`src/rtl/aes_pkg.sv`:
```
// Shared AES GF(2^8) helpers and state geometry used by the MixColumns and
// InvMixColumns datapaths, plus the FSM encoding of the iterative inverse block.
package aes_pkg;

  localparam logic [7:0] AES_POLY = 8'h1B;
  localparam int         COL_W    = 32;
  localparam int         STATE_W  = 128;
  localparam int         NUM_COLS = 4;

  typedef enum logic [1:0] {
    ST_IDLE = 2'd0,
    ST_CALC = 2'd1,
    ST_DONE = 2'd2
  } imc_state_e;

  function automatic logic [7:0] xtime(input logic [7:0] b);
    xtime = {b[6:0], 1'b0} ^ (b[7] ? AES_POLY : 8'h00);
  endfunction

  // Multiply by a 4-bit constant: sum of x, x2, x4, x8 selected by k's bits.
  function automatic logic [7:0] gf_mul(input logic [7:0] a, input logic [3:0] k);
    logic [7:0] x2;
    logic [7:0] x4;
    logic [7:0] x8;
    x2 = xtime(a);
    x4 = xtime(x2);
    x8 = xtime(x4);
    gf_mul = (k[0] ? a  : 8'h00) ^ (k[1] ? x2 : 8'h00) ^
             (k[2] ? x4 : 8'h00) ^ (k[3] ? x8 : 8'h00);
  endfunction

  // Column c occupies [127-32c -: 32]; column 0 is the most significant word.
  function automatic logic [COL_W-1:0] get_col(input logic [STATE_W-1:0] s,
                                               input logic [1:0]         c);
    get_col = s[STATE_W-1-COL_W*int'(c) -: COL_W];
  endfunction

endpackage

```
`src/rtl/inv_mix_column_word.sv`:
```
// Combinational InvMixColumns of one 32-bit column; row 0 is the top byte.
module inv_mix_column_word
  import aes_pkg::*;
(
  input  logic [COL_W-1:0] col_i,
  output logic [COL_W-1:0] col_o
);

  logic [7:0] a0, a1, a2, a3;
  logic [7:0] b0, b1, b2, b3;

  assign a0 = col_i[31:24];
  assign a1 = col_i[23:16];
  assign a2 = col_i[15:8];
  assign a3 = col_i[7:0];

  // Circulant rows of {0e, 0b, 0d, 09}.
  assign b0 = gf_mul(a0, 4'he) ^ gf_mul(a1, 4'hb) ^ gf_mul(a2, 4'hd) ^ gf_mul(a3, 4'h9);
  assign b1 = gf_mul(a0, 4'h9) ^ gf_mul(a1, 4'he) ^ gf_mul(a2, 4'hb) ^ gf_mul(a3, 4'hd);
  assign b2 = gf_mul(a0, 4'hd) ^ gf_mul(a1, 4'h9) ^ gf_mul(a2, 4'he) ^ gf_mul(a3, 4'hb);
  assign b3 = gf_mul(a0, 4'hb) ^ gf_mul(a1, 4'hd) ^ gf_mul(a2, 4'h9) ^ gf_mul(a3, 4'he);

  assign col_o = {b0, b1, b2, b3};

endmodule

```
`src/rtl/inv_mix_columns_seq.sv`:
```
// Iterative AES InvMixColumns: accepts a 128-bit state, transforms
// COLS_PER_CYCLE columns per clock in place, then presents the result.
module inv_mix_columns_seq
  import aes_pkg::*;
#(
  parameter int COLS_PER_CYCLE = 1
) (
  input  logic         clk,
  input  logic         rst,
  input  logic         in_valid,
  output logic         in_ready,
  input  logic [127:0] in_state,
  output logic         out_valid,
  input  logic         out_ready,
  output logic [127:0] out_state,
  output logic         busy
);

  // Handshakes: a transfer happens on a rising edge where valid and ready are
  // both high; valid never waits on ready, and out_state is held while stalled.

  if (!(COLS_PER_CYCLE == 1 || COLS_PER_CYCLE == 2 || COLS_PER_CYCLE == 4)) begin : g_bad_param
    $error("inv_mix_columns_seq: COLS_PER_CYCLE must be 1, 2 or 4");
  end

  // STEP wraps to 0 for N=4, which is what the 2-bit counter needs.
  localparam logic [1:0] STEP      = 2'(COLS_PER_CYCLE);
  localparam logic [1:0] LAST_BASE = 2'(NUM_COLS - COLS_PER_CYCLE);

  imc_state_e         state_q, state_d;
  logic [1:0]         col_cnt_q, col_cnt_d;
  logic [STATE_W-1:0] work_q, work_d;
  logic [STATE_W-1:0] work_upd;

  logic [1:0]       col_idx  [COLS_PER_CYCLE];
  logic [COL_W-1:0] cols_in  [COLS_PER_CYCLE];
  logic [COL_W-1:0] cols_out [COLS_PER_CYCLE];

  for (genvar g = 0; g < COLS_PER_CYCLE; g++) begin : g_col
    assign col_idx[g] = col_cnt_q + 2'(g);
    assign cols_in[g] = get_col(work_q, col_idx[g]);
    inv_mix_column_word u_word (
      .col_i (cols_in[g]),
      .col_o (cols_out[g])
    );
  end

  always_comb begin
    work_upd = work_q;
    for (int g = 0; g < COLS_PER_CYCLE; g++) begin
      work_upd[STATE_W-1-COL_W*int'(col_idx[g]) -: COL_W] = cols_out[g];
    end
  end

  always_comb begin
    state_d   = state_q;
    col_cnt_d = col_cnt_q;
    work_d    = work_q;
    in_ready  = 1'b0;
    case (state_q)
      ST_IDLE: begin
        in_ready = 1'b1;
        if (in_valid) begin
          work_d    = in_state;
          col_cnt_d = 2'd0;
          state_d   = ST_CALC;
        end
      end
      ST_CALC: begin
        work_d    = work_upd;
        col_cnt_d = col_cnt_q + STEP;
        if (col_cnt_q == LAST_BASE) begin
          col_cnt_d = 2'd0;
          state_d   = ST_DONE;
        end
      end
      ST_DONE: begin
        in_ready = out_ready;
        if (out_ready) begin
          if (in_valid) begin
            work_d    = in_state;
            col_cnt_d = 2'd0;
            state_d   = ST_CALC;
          end else begin
            state_d = ST_IDLE;
          end
        end
      end
      default: state_d = ST_IDLE;
    endcase
    // Never advertise readiness while the block is held in reset.
    if (rst) in_ready = 1'b0;
  end

  always_ff @(posedge clk or posedge rst) begin
    if (rst) begin
      state_q   <= ST_IDLE;
      col_cnt_q <= 2'd0;
      work_q    <= '0;
    end else begin
      state_q   <= state_d;
      col_cnt_q <= col_cnt_d;
      work_q    <= work_d;
    end
  end

  assign out_valid = (state_q == ST_DONE);
  assign busy      = (state_q == ST_CALC);
  assign out_state = work_q;

endmodule

```
`config.mk`:
```
export PLATFORM = sky130hd
export DESIGN_NAME = inv_mix_columns_seq
export DESIGN_NICKNAME = d
export VERILOG_FILES = /design/src/rtl/aes_pkg.sv /design/src/rtl/inv_mix_column_word.sv /design/src/rtl/inv_mix_columns_seq.sv
export SDC_FILE = /design/constraint.sdc
export NUM_CORES = 1
export LEC_CHECK = 0
export BUFFER_PORTS_ARGS = -buffer_cell sky130_fd_sc_hd__buf_2
export CORE_MARGIN = 2
export CORE_UTILIZATION = 60
export CTS_BUF_LIST = sky130_fd_sc_hd__clkbuf_8
export DETAILED_ROUTE_END_ITERATION = 10
export PLACE_DENSITY = 0.87
export SLEW_MARGIN = 20
export SYNTH_ARGS = -nofsm -noshare
export SYNTH_HDL_FRONTEND = slang
export SYNTH_HIERARCHICAL = 1
export SYNTH_SLANG_ARGS = --single-unit
```
`constraint.sdc`:
```
create_clock -name clk -period 11.3 [get_ports clk]
set_clock_uncertainty 0.2 [all_clocks]
set_input_delay 0.565 -clock clk [delete_from_list [all_inputs] [get_ports clk]]
set_output_delay 0.565 -clock clk [all_outputs]
set_load 0.03 [all_outputs]
```
==> results.ini <==
[floorplanning]
fp.dieH_um=134
dieArea_um2=18100
boundaryPins=263
coreArea_um2=16600
std_cell_rows=47
die_w_um=134
initial_utilization_pct=61.4

[logic_synthesis]
yosysWarningCount=6
syn-num-nets=858
synth_ff_type=dfrtp_1
synthCells=722
synth.distinct_cells=39
synth_area_um2=10200
yosysSeqAreaShare_pct=32.3
avgSynthCellArea_um2=14.2
async_flop_share_pct=100
synth_edf_count=0
synth-seq-cells=132

[worst_setup_path]
cp_max_fo=26
critPathLaunchType=flip-flop
worstSetupPathType=reg -> reg
path_cells=buf_4 > mux4_2 > xor2_1 > xor2_1 > xnor2_1 > xnor3_1 > a32o_1 > mux2_4
path_buf_inv=1
end_kind=flip-flop
slowest_delay_ns=0.75
arrival_ns=4.69
required_ns=11.43
cpMostUsedCell=xor2_1
cp_slowest_cell=dfrtp_2
cp_top_family=XOR/XNOR gates

[global_route]
antenna_found_initial=0
grt_usage_pct=35.0
grt.overflow.total=0
grt_first_pass_wirelength_um=47500
grt_pass1_vias=8001
grt_start_max_net_pins=70

[sta]
min_period_over_period_pct=40.3
fin_setup_tns_ns=0
grt_setup_unrepaired=no
max_freq_ghz=0.219
worstMarginPinSlew_ns=1.04
finalCriticalPeriod_ns=4.56
slew_headroom_pct=30.8
finalHoldViolations=0
slew_viol_final=0
setup_violations=0

[detailed_routing]
post_drt_wl_per_cell_um=26.9
wl_um=31300
dr_total_vias=7812
vias_per_cell=6.70
drtPass1Iterations=5
drc=0
drtIter0Drc=688
ant_nets=0

[cts]
cts_tree=done
clockBufferDepth=2
cts.sinks=132
htree_num_levels=4
cts-resized-gates=0
clk_latency_ns=0.45
clk_pin_slew_ns=0.08
cts_root_buffer=clkbuf_8
post-cts-setup-buffers=0
ctsHoldBuffers=0
cts_buffers=17

[cells_and_area]
fin_nets=1071
fillers=1201
area_growth_pct=14.8
multi_input_area_um2=6320
drive_gt1_share_pct=51.5
antenna_cells=0
seqCellArea_um2=3310

[outcome]
status=finished, final reports clean

[worst_hold_path]
hold_path_class=in -> async

[placement]
dp_hpwl_um=22700
portBuffers=262
place_congestion=1.02

[job]
cap_violations=0

-- placed cells by master (no fill, tap or decap), drive strengths merged, types with 4 or more instances in the layout --
cell / synthesis / layout
mux4: 32 / 32
buf: 62 / 274
clkbuf: 18 / 18
xnor3: 30 / 30
a32o: 132 / 132
dfrtp: 132 / 132
ha: 4 / 4
inv: 5 / 8
xor2: 38 / 38
mux2: 128 / 128
clkinv: 0 / 4
xnor2: 119 / 119
-- logic make-up after synthesis --
family          Yosys count  share of synthesized area [%]
fa+ha+maj                 4                          0.490
xor+xnor                189                           21.3
flops                   132                           32.3
buf+inv                  85                           6.00
mux                     161                           25.7
compound gates          138                           13.3
simple gates             13                          0.857
-- state kept, by name, indices dropped and copies added, names as in the netlist --
name       count
state_q        2
col_cnt_q      2
out_state    128
-- worst register-to-register path, cell delays in order (launching register included) --
cell	delay [ns]
dfrtp_2	0.75
buf_4	0.51
mux4_2	0.71
xor2_1	0.48
xor2_1	0.15
xnor2_1	0.51
xnor3_1	0.60
a32o_1	0.27
mux2_4	0.26
-- per-layer routing --
metal,track usage (%),part of all wire [%],up-vias
li1,-,-,3213
met1,47.2,39,3916
met2,55.2,47,593
met3,8.07,10,90
met4,14.4,3.5,0
met5,0,0,-
-- cells in the mapped netlist, types with 2 or more instances --
cell type    n  area share, %
clkbuf_1    17           0.62
buf_6       27            3.0
and2_1       2           0.12
o2bb2ai_1    2           0.17
xor2_1      35            3.0
inv_2        2          0.074
a32o_1     128             13
nor2b_1      3           0.18
mux2_4     120             18
a32o_2       4           0.44
o21ai_0      3           0.15
buf_2       20           0.98
xnor3_1     28            6.2
mux4_2      32            7.1
buf_1        2          0.074
ha_1         4           0.49
xnor2_1    115            9.9
mux2_2       8           0.88
dfrtp_1    132             32
inv_1        3           0.11
buf_4       12           0.88
xor2_4       2           0.54
xnor2_2      4           0.64
xnor3_2      2           0.47
-- metrics by stage --
step	util, %	std cells	hold WS [ns]	setup WS (ns)	instance area [um2]
3_3_place_gp	68.1	1136	0.314	6.89	11300
5_1_grt	70.5	1166	0.102	6.56	11700
6_report	70.5	1166	0.0665	6.74	11700
4_1_cts	70.5	1166	0.0811	6.76	11700
3_5_place_dp	68.1	1136	0.311	6.78	11300
2_1_floorplan	-	722	0.396	6.58	10200
-- cell type report --
cell class / count / share of cell area (%)
tap: 220 / 2.35
clock inverter: 12 / 1.34
inverter: 5 / 0.181
sequential: 132 / 28.2
timing repair buffer: 274 / 11.9
multi-input combinational: 505 / 53.9
clock buffer: 18 / 2.11
-- path summary, 6_finish.rpt --
kind	from	slack, ns	to	cells past startpoint
worst min register to register	out_state[84]$_DFFE_PP0P_	0.34	out_state[84]$_DFFE_PP0P_	1
worst max register to register	col_cnt_q[0]$_DFFE_PP0P_	6.74	out_state[12]$_DFFE_PP0P_	8
max in group asynchronous	rst	9.43	out_state[45]$_DFFE_PP0P_	3
worst max-delay path	col_cnt_q[0]$_DFFE_PP0P_	6.74	out_state[12]$_DFFE_PP0P_	8
worst min-delay path	rst	0.07	out_state[65]$_DFFE_PP0P_	2
min in group clk	in_state[51]	0.25	out_state[51]$_DFFE_PP0P_	3
Power is left out: the tool's default activity adds up to more than one toggle a clock period on the data nets, which glitch-free logic cannot reach.
